[src/rtl/bcd_sseg_if.sv]
// rtl/bcd_sseg_if.sv - BCD result input and seven-segment pin bundle for bcd_sseg_scan
interface bcd_sseg_if;
  logic [15:0] bcd;
  logic        rdy;
  logic        en;
  logic [6:0]  seg;
  logic        dp;
  logic [3:0]  an;
  logic        frame_tick;

  modport master (
    output bcd, rdy, en,
    input  seg, dp, an, frame_tick
  );

  modport slave (
    input  bcd, rdy, en,
    output seg, dp, an, frame_tick
  );
endinterface

[src/rtl/bcd_sseg_scan.sv]
// rtl/bcd_sseg_scan.sv - 4-digit common-anode scan driver for a packed BCD result
// Latches the converter result on a rdy rising edge, then multiplexes digits with blanking.
module bcd_sseg_scan #(
  parameter int REFRESH_DIV = 100000,
  parameter bit BLANK_LZ    = 1'b1
) (
  input  logic       clk,
  input  logic       reset,
  bcd_sseg_if.slave  bus
);

  localparam int            PW      = (REFRESH_DIV > 1) ? $clog2(REFRESH_DIV) : 1;
  localparam logic [PW-1:0] PRE_MAX = PW'(REFRESH_DIV - 1);

  logic [15:0]   r_disp_q;
  logic          r_rdy_d;
  logic [PW-1:0] r_prescaler;
  logic [1:0]    r_idx;
  logic [6:0]    r_seg;
  logic [3:0]    r_an;
  logic          r_frame_tick;

  logic          w_wrap;
  logic          w_capture;
  logic [3:0]    w_nib;
  logic          w_t_zero;
  logic          w_h_zero;
  logic          w_te_zero;
  logic          w_blank;
  logic [6:0]    w_seg_dec;
  logic [6:0]    w_seg_next;
  logic [3:0]    w_an_next;

  assign w_wrap    = (r_prescaler == PRE_MAX);
  // Only a true rising edge captures; a rdy left high from the previous conversion is ignored.
  assign w_capture = bus.rdy && !r_rdy_d;

  assign w_nib     = r_disp_q[{r_idx, 2'b00} +: 4];
  assign w_t_zero  = (r_disp_q[15:12] == 4'd0);
  assign w_h_zero  = (r_disp_q[11:8]  == 4'd0);
  assign w_te_zero = (r_disp_q[7:4]   == 4'd0);

  always_comb begin
    w_blank = 1'b0;
    if (BLANK_LZ) begin
      case (r_idx)
        2'd3:    w_blank = w_t_zero;
        2'd2:    w_blank = w_t_zero && w_h_zero;
        2'd1:    w_blank = w_t_zero && w_h_zero && w_te_zero;
        default: w_blank = 1'b0;
      endcase
    end
  end

  always_comb begin
    w_seg_dec = 7'h3F;
    case (w_nib)
      4'd0:    w_seg_dec = 7'h40;
      4'd1:    w_seg_dec = 7'h79;
      4'd2:    w_seg_dec = 7'h24;
      4'd3:    w_seg_dec = 7'h30;
      4'd4:    w_seg_dec = 7'h19;
      4'd5:    w_seg_dec = 7'h12;
      4'd6:    w_seg_dec = 7'h02;
      4'd7:    w_seg_dec = 7'h78;
      4'd8:    w_seg_dec = 7'h00;
      4'd9:    w_seg_dec = 7'h10;
      default: w_seg_dec = 7'h3F;
    endcase
  end

  always_comb begin
    w_seg_next = 7'h7F;
    w_an_next  = 4'hF;
    if (bus.en) begin
      w_an_next  = ~(4'b0001 << r_idx);
      w_seg_next = w_blank ? 7'h7F : w_seg_dec;
    end
  end

  always_ff @(posedge clk or posedge reset) begin
    if (reset) begin
      r_disp_q     <= 16'h0000;
      r_rdy_d      <= 1'b0;
      r_prescaler  <= '0;
      r_idx        <= 2'd0;
      r_seg        <= 7'h7F;
      r_an         <= 4'hF;
      r_frame_tick <= 1'b0;
    end else begin
      r_rdy_d <= bus.rdy;
      if (w_capture) begin
        r_disp_q <= bus.bcd;
      end
      if (w_wrap) begin
        r_prescaler <= '0;
        r_idx       <= r_idx + 2'd1;
      end else begin
        r_prescaler <= r_prescaler + 1'b1;
      end
      r_frame_tick <= w_wrap && (r_idx == 2'd3);
      r_seg        <= w_seg_next;
      r_an         <= w_an_next;
    end
  end

  assign bus.seg        = r_seg;
  assign bus.an         = r_an;
  assign bus.frame_tick = r_frame_tick;
  assign bus.dp         = 1'b1;

endmodule

[src/flat_wrapper.sv]
// flat-port wrapper written by rule: the top's interface ports become plain ports
module bcd_sseg_scan_flat 
#(
  parameter int REFRESH_DIV = 100000,
  parameter bit BLANK_LZ    = 1'b1
)
  (clk, reset, bus_bcd, bus_rdy, bus_en, bus_seg, bus_dp, bus_an, bus_frame_tick);
  bcd_sseg_if bus_i ();
  input  logic clk;
  input  logic reset;
  input wire logic [$bits(bus_i.bcd)-1:0] bus_bcd;
  input wire logic [$bits(bus_i.rdy)-1:0] bus_rdy;
  input wire logic [$bits(bus_i.en)-1:0] bus_en;
  output wire logic [$bits(bus_i.seg)-1:0] bus_seg;
  output wire logic [$bits(bus_i.dp)-1:0] bus_dp;
  output wire logic [$bits(bus_i.an)-1:0] bus_an;
  output wire logic [$bits(bus_i.frame_tick)-1:0] bus_frame_tick;
  assign bus_i.bcd = bus_bcd;
  assign bus_i.rdy = bus_rdy;
  assign bus_i.en = bus_en;
  assign bus_seg = bus_i.seg;
  assign bus_dp = bus_i.dp;
  assign bus_an = bus_i.an;
  assign bus_frame_tick = bus_i.frame_tick;
  bcd_sseg_scan #(.REFRESH_DIV(REFRESH_DIV), .BLANK_LZ(BLANK_LZ)) u_core (.clk(clk), .reset(reset), .bus(bus_i));
endmodule
[config.mk]
export PLATFORM = sky130hd
export DESIGN_NAME = bcd_sseg_scan_flat
export DESIGN_NICKNAME = d
export VERILOG_FILES = /design/src/rtl/bcd_sseg_if.sv /design/src/rtl/bcd_sseg_scan.sv /design/src/flat_wrapper.sv
export SDC_FILE = /design/constraint.sdc
export NUM_CORES = 1
export LEC_CHECK = 0
export ABC_AREA = 1
export BUFFER_PORTS_ARGS = -buffer_cell sky130_fd_sc_hd__buf_2
export CORE_UTILIZATION = 50
export DETAILED_ROUTE_END_ITERATION = 10
export PLACE_DENSITY = 0.82
export SYNTH_ARGS = -nofsm -noshare
export SYNTH_HDL_FRONTEND = slang
export SYNTH_SLANG_ARGS = --single-unit
[constraint.sdc]
create_clock -name clk -period 5.2 [get_ports clk]
set_clock_uncertainty 0.1 [all_clocks]
set_input_delay 0.52 -clock clk [delete_from_list [all_inputs] [get_ports clk]]
set_output_delay 0.52 -clock clk [all_outputs]
set_load 0.005 [all_outputs]
==> run summary <==
Die H: 73.0 um
P&R area growth vs syn: 12.8%
vias in the first global route: 1662
CTS Buffer Depth: 2
first-pass GRT wire length: 7420 um
Core Footprint: 0.00479 mm^2
fin worst setup slack: 3.27 ns
Die W: 73.0 um
Final nets: 348
die area: 0.00533 mm^2
Crit. End Element: flip-flop
final hold violations: 0
Post-CTS Setup Inserts: 0
drt via density: 4.86
critical path required time: 5.34 ns
RD Place Congestion: 0.939
# rows: 25
slowest CP cell: dfrtp_1
pwr dens: 277 mW/mm^2
worst slack, placed: 3.29 ns
register area share after synthesis: 0.482
distinct cell type count after synthesis: 34
CTS Buf Count: 5
status: complete, no violations
CTS tree: yes
IO buf count: 31
Synth Instances: 283
DR WL/cell: 11.5 um
Tcrit/Tclk final: 0.371
leakage: 0.00138 uW
fin crit period: 1.93 ns
crit path launch type: flip-flop
Skew-Pair Late Insertion Delay: 0.31 ns
largest net degree at the start of global routing: 49
Max Slew Vio Count: 0
Post-Layout Cell Count: 385
Slew HR: 0.371
TNS Setup: 0 ns
critical path type: flip-flop to flip-flop
Final HPWL DP: 3330 um
total congestion overflow: 0
Num Clock Sinks: 48
max_cap viols: 0
slowest stage delay, CP: 0.61 ns
Design Power: 786 uW
top cells by area, synth: dfrtp_1, dfstp_2, nand2_1, ha_1, nand3_1
Yosys top cell area share: 0.368
Global Route Usage Sum: 0.185
synthesized cell area: 0.00252 mm^2
drc violations: 0
clock transition at the registers of the reported paths: 0.10 ns
CTS Hold Buffers Added: 0
unrepaired setup endpoints after global routing: false
final core occ: 0.594
Post-CTS Resized: 0
drt total wl: 4410 um
worst-margin pin slew: 0.942 ns
YS warnings: 0
Vias: 1872
CTS root buf: clkbuf_8
crit-path cells: inv_6 > nand2_1 > nand3_1 > nand2_1 > inv_1 > ha_1 > nand3b_1 > nand3_1 > nand2_1 > nand3_1
# setup viols final: 0
CP arrival: 2.07 ns
antenna violations before repair: 0
post-synthesis register bit count: 48
fraction of layout cells with a size suffix above 1: 0.252
drt pass-1 iters: 4
Starting Density: 0.526
maximum VDD drop: 126 uV
Inst Count DP: 377
syn nets: 314
# IOs: 33
H-tree levels: 2
FMAX: 518 MHz
Hold Path Class: primary input to flip-flop
Final ANT Viol Nets: 0
Mean Syn Cell Area: 8.90 um^2
Iter 0 DRT Violations: 106
crit path max fanout: 12
# diodes: 0
biggest area consumer among synthesized cells: dfrtp_1
layout make-up:
class	instances	area, um^2
clock buffers	5	68.8
clock inverters	3	42.5
fillers	425	1940
inverters	37	145
multi-input cells	194	1130
flip-flops and latches	48	1210
well taps	67	83.8
repair buffers	31	155
worst max-delay path, delay by kind of cell (launching register included):
family,cells,cell delay (ns)
AND/OR/NAND/NOR,7,0.70
buffers and inverters,2,0.22
adder cells (fa/ha/maj),1,0.22
flip-flops,1,0.61
routing by layer:
layer | global-route usage | wire length [um] | up-vias
li1 | - | - | 973
met1 | 0.265 | 2200 | 844
met2 | 0.277 | 1930 | 49
met4 | 0.0741 | 75 | 0
met5 | 0 | 0 | -
met3 | 0.0373 | 205 | 6
report_power, final:
part	internal (uW)	switching [uW]
clock	142	126
sequential	405	14.1
combinational	43.4	55.9
total	590	196
flip-flops by register name (all words and copies together) (netlist names):
name / cells
u_core.r_prescaler: 17
u_core.bus.seg: 7
u_core.r_idx: 2
u_core.bus.frame_tick: 1
u_core.r_disp_q: 16
u_core.r_rdy_d: 1
u_core.bus.an: 4
cell families after synthesis:
logic type,after synthesis,share of synthesized area
adder cells (fa/ha/maj),11,0.0546
buffers and inverters,41,0.0686
multiplexers,11,0.0492
XOR/XNOR,5,0.0174
AND/OR/NAND/NOR,153,0.294
other,1,0.00149
flip-flops,48,0.482
AO/OA/AOI/OAI,13,0.0323
synthesized netlist by cell type, drive strengths merged:
| cell type | n |
|---|---|
| inv | 36 |
| nor3 | 7 |
| dfstp | 11 |
| clkbuf | 1 |
| a21oi | 6 |
| buf | 3 |
| nor2 | 32 |
| ha | 11 |
| conb | 1 |
| o21ai | 5 |
| dfrtp | 37 |
| nand3b | 3 |
| a21boi | 1 |
| nand3 | 30 |
| xor2 | 5 |
| nand4 | 7 |
| nand2 | 72 |
| nor3b | 2 |
| o21bai | 1 |
| mux2 | 11 |
| clkinv | 1 |
path summary, 6_finish.rpt:
kind | startpoint | endpoint | slack, ns | cells after the start
max | u_core.r_idx[0] | u_core.bus.seg[4] | 3.27 | 10
min | bus_rdy | u_core.r_rdy_d | 0.23 | 1
max reg2reg | u_core.r_idx[0] | u_core.bus.seg[4] | 3.27 | 10
min reg2reg | u_core.r_prescaler[0] | u_core.r_prescaler[0] | 0.37 | 1
max in group asynchronous | reset | u_core.r_disp_q[9] | 4.09 | 2
min in group asynchronous | reset | u_core.r_disp_q[8] | 0.33 | 2
placed cells by master (no fill, tap or decap):
cell type / count
a21boi_4: 1
a21oi_1: 6
buf_2: 31
bufinv_16: 1
clkbuf_8: 5
clkinv_2: 2
clkinvlp_4: 1
conb_1: 1
dfrtp_1: 37
dfstp_2: 11
ha_1: 11
inv_1: 31
inv_2: 4
inv_6: 1
mux2_2: 11
nand2_1: 68
nand2_2: 2
nand2_4: 2
nand3_1: 27
nand3_2: 1
nand3_4: 2
nand3b_1: 3
nand4_1: 7
nor2_1: 29
nor2_2: 1
nor2_4: 2
nor3_1: 5
nor3_2: 1
nor3_4: 1
nor3b_1: 2
o21ai_0: 4
o21ai_1: 1
o21bai_1: 1
xor2_1: 5
stage by stage:
step | hold slack (ns) | cell area (um^2)
CTS | 0.225 | 2840
global placement | 0.352 | 2730
finish | 0.227 | 2840
detailed placement | 0.357 | 2730
floorplan | 0.330 | 2520
global route | 0.220 | 2840
Note: power is estimated with default switching activity, not from simulation.
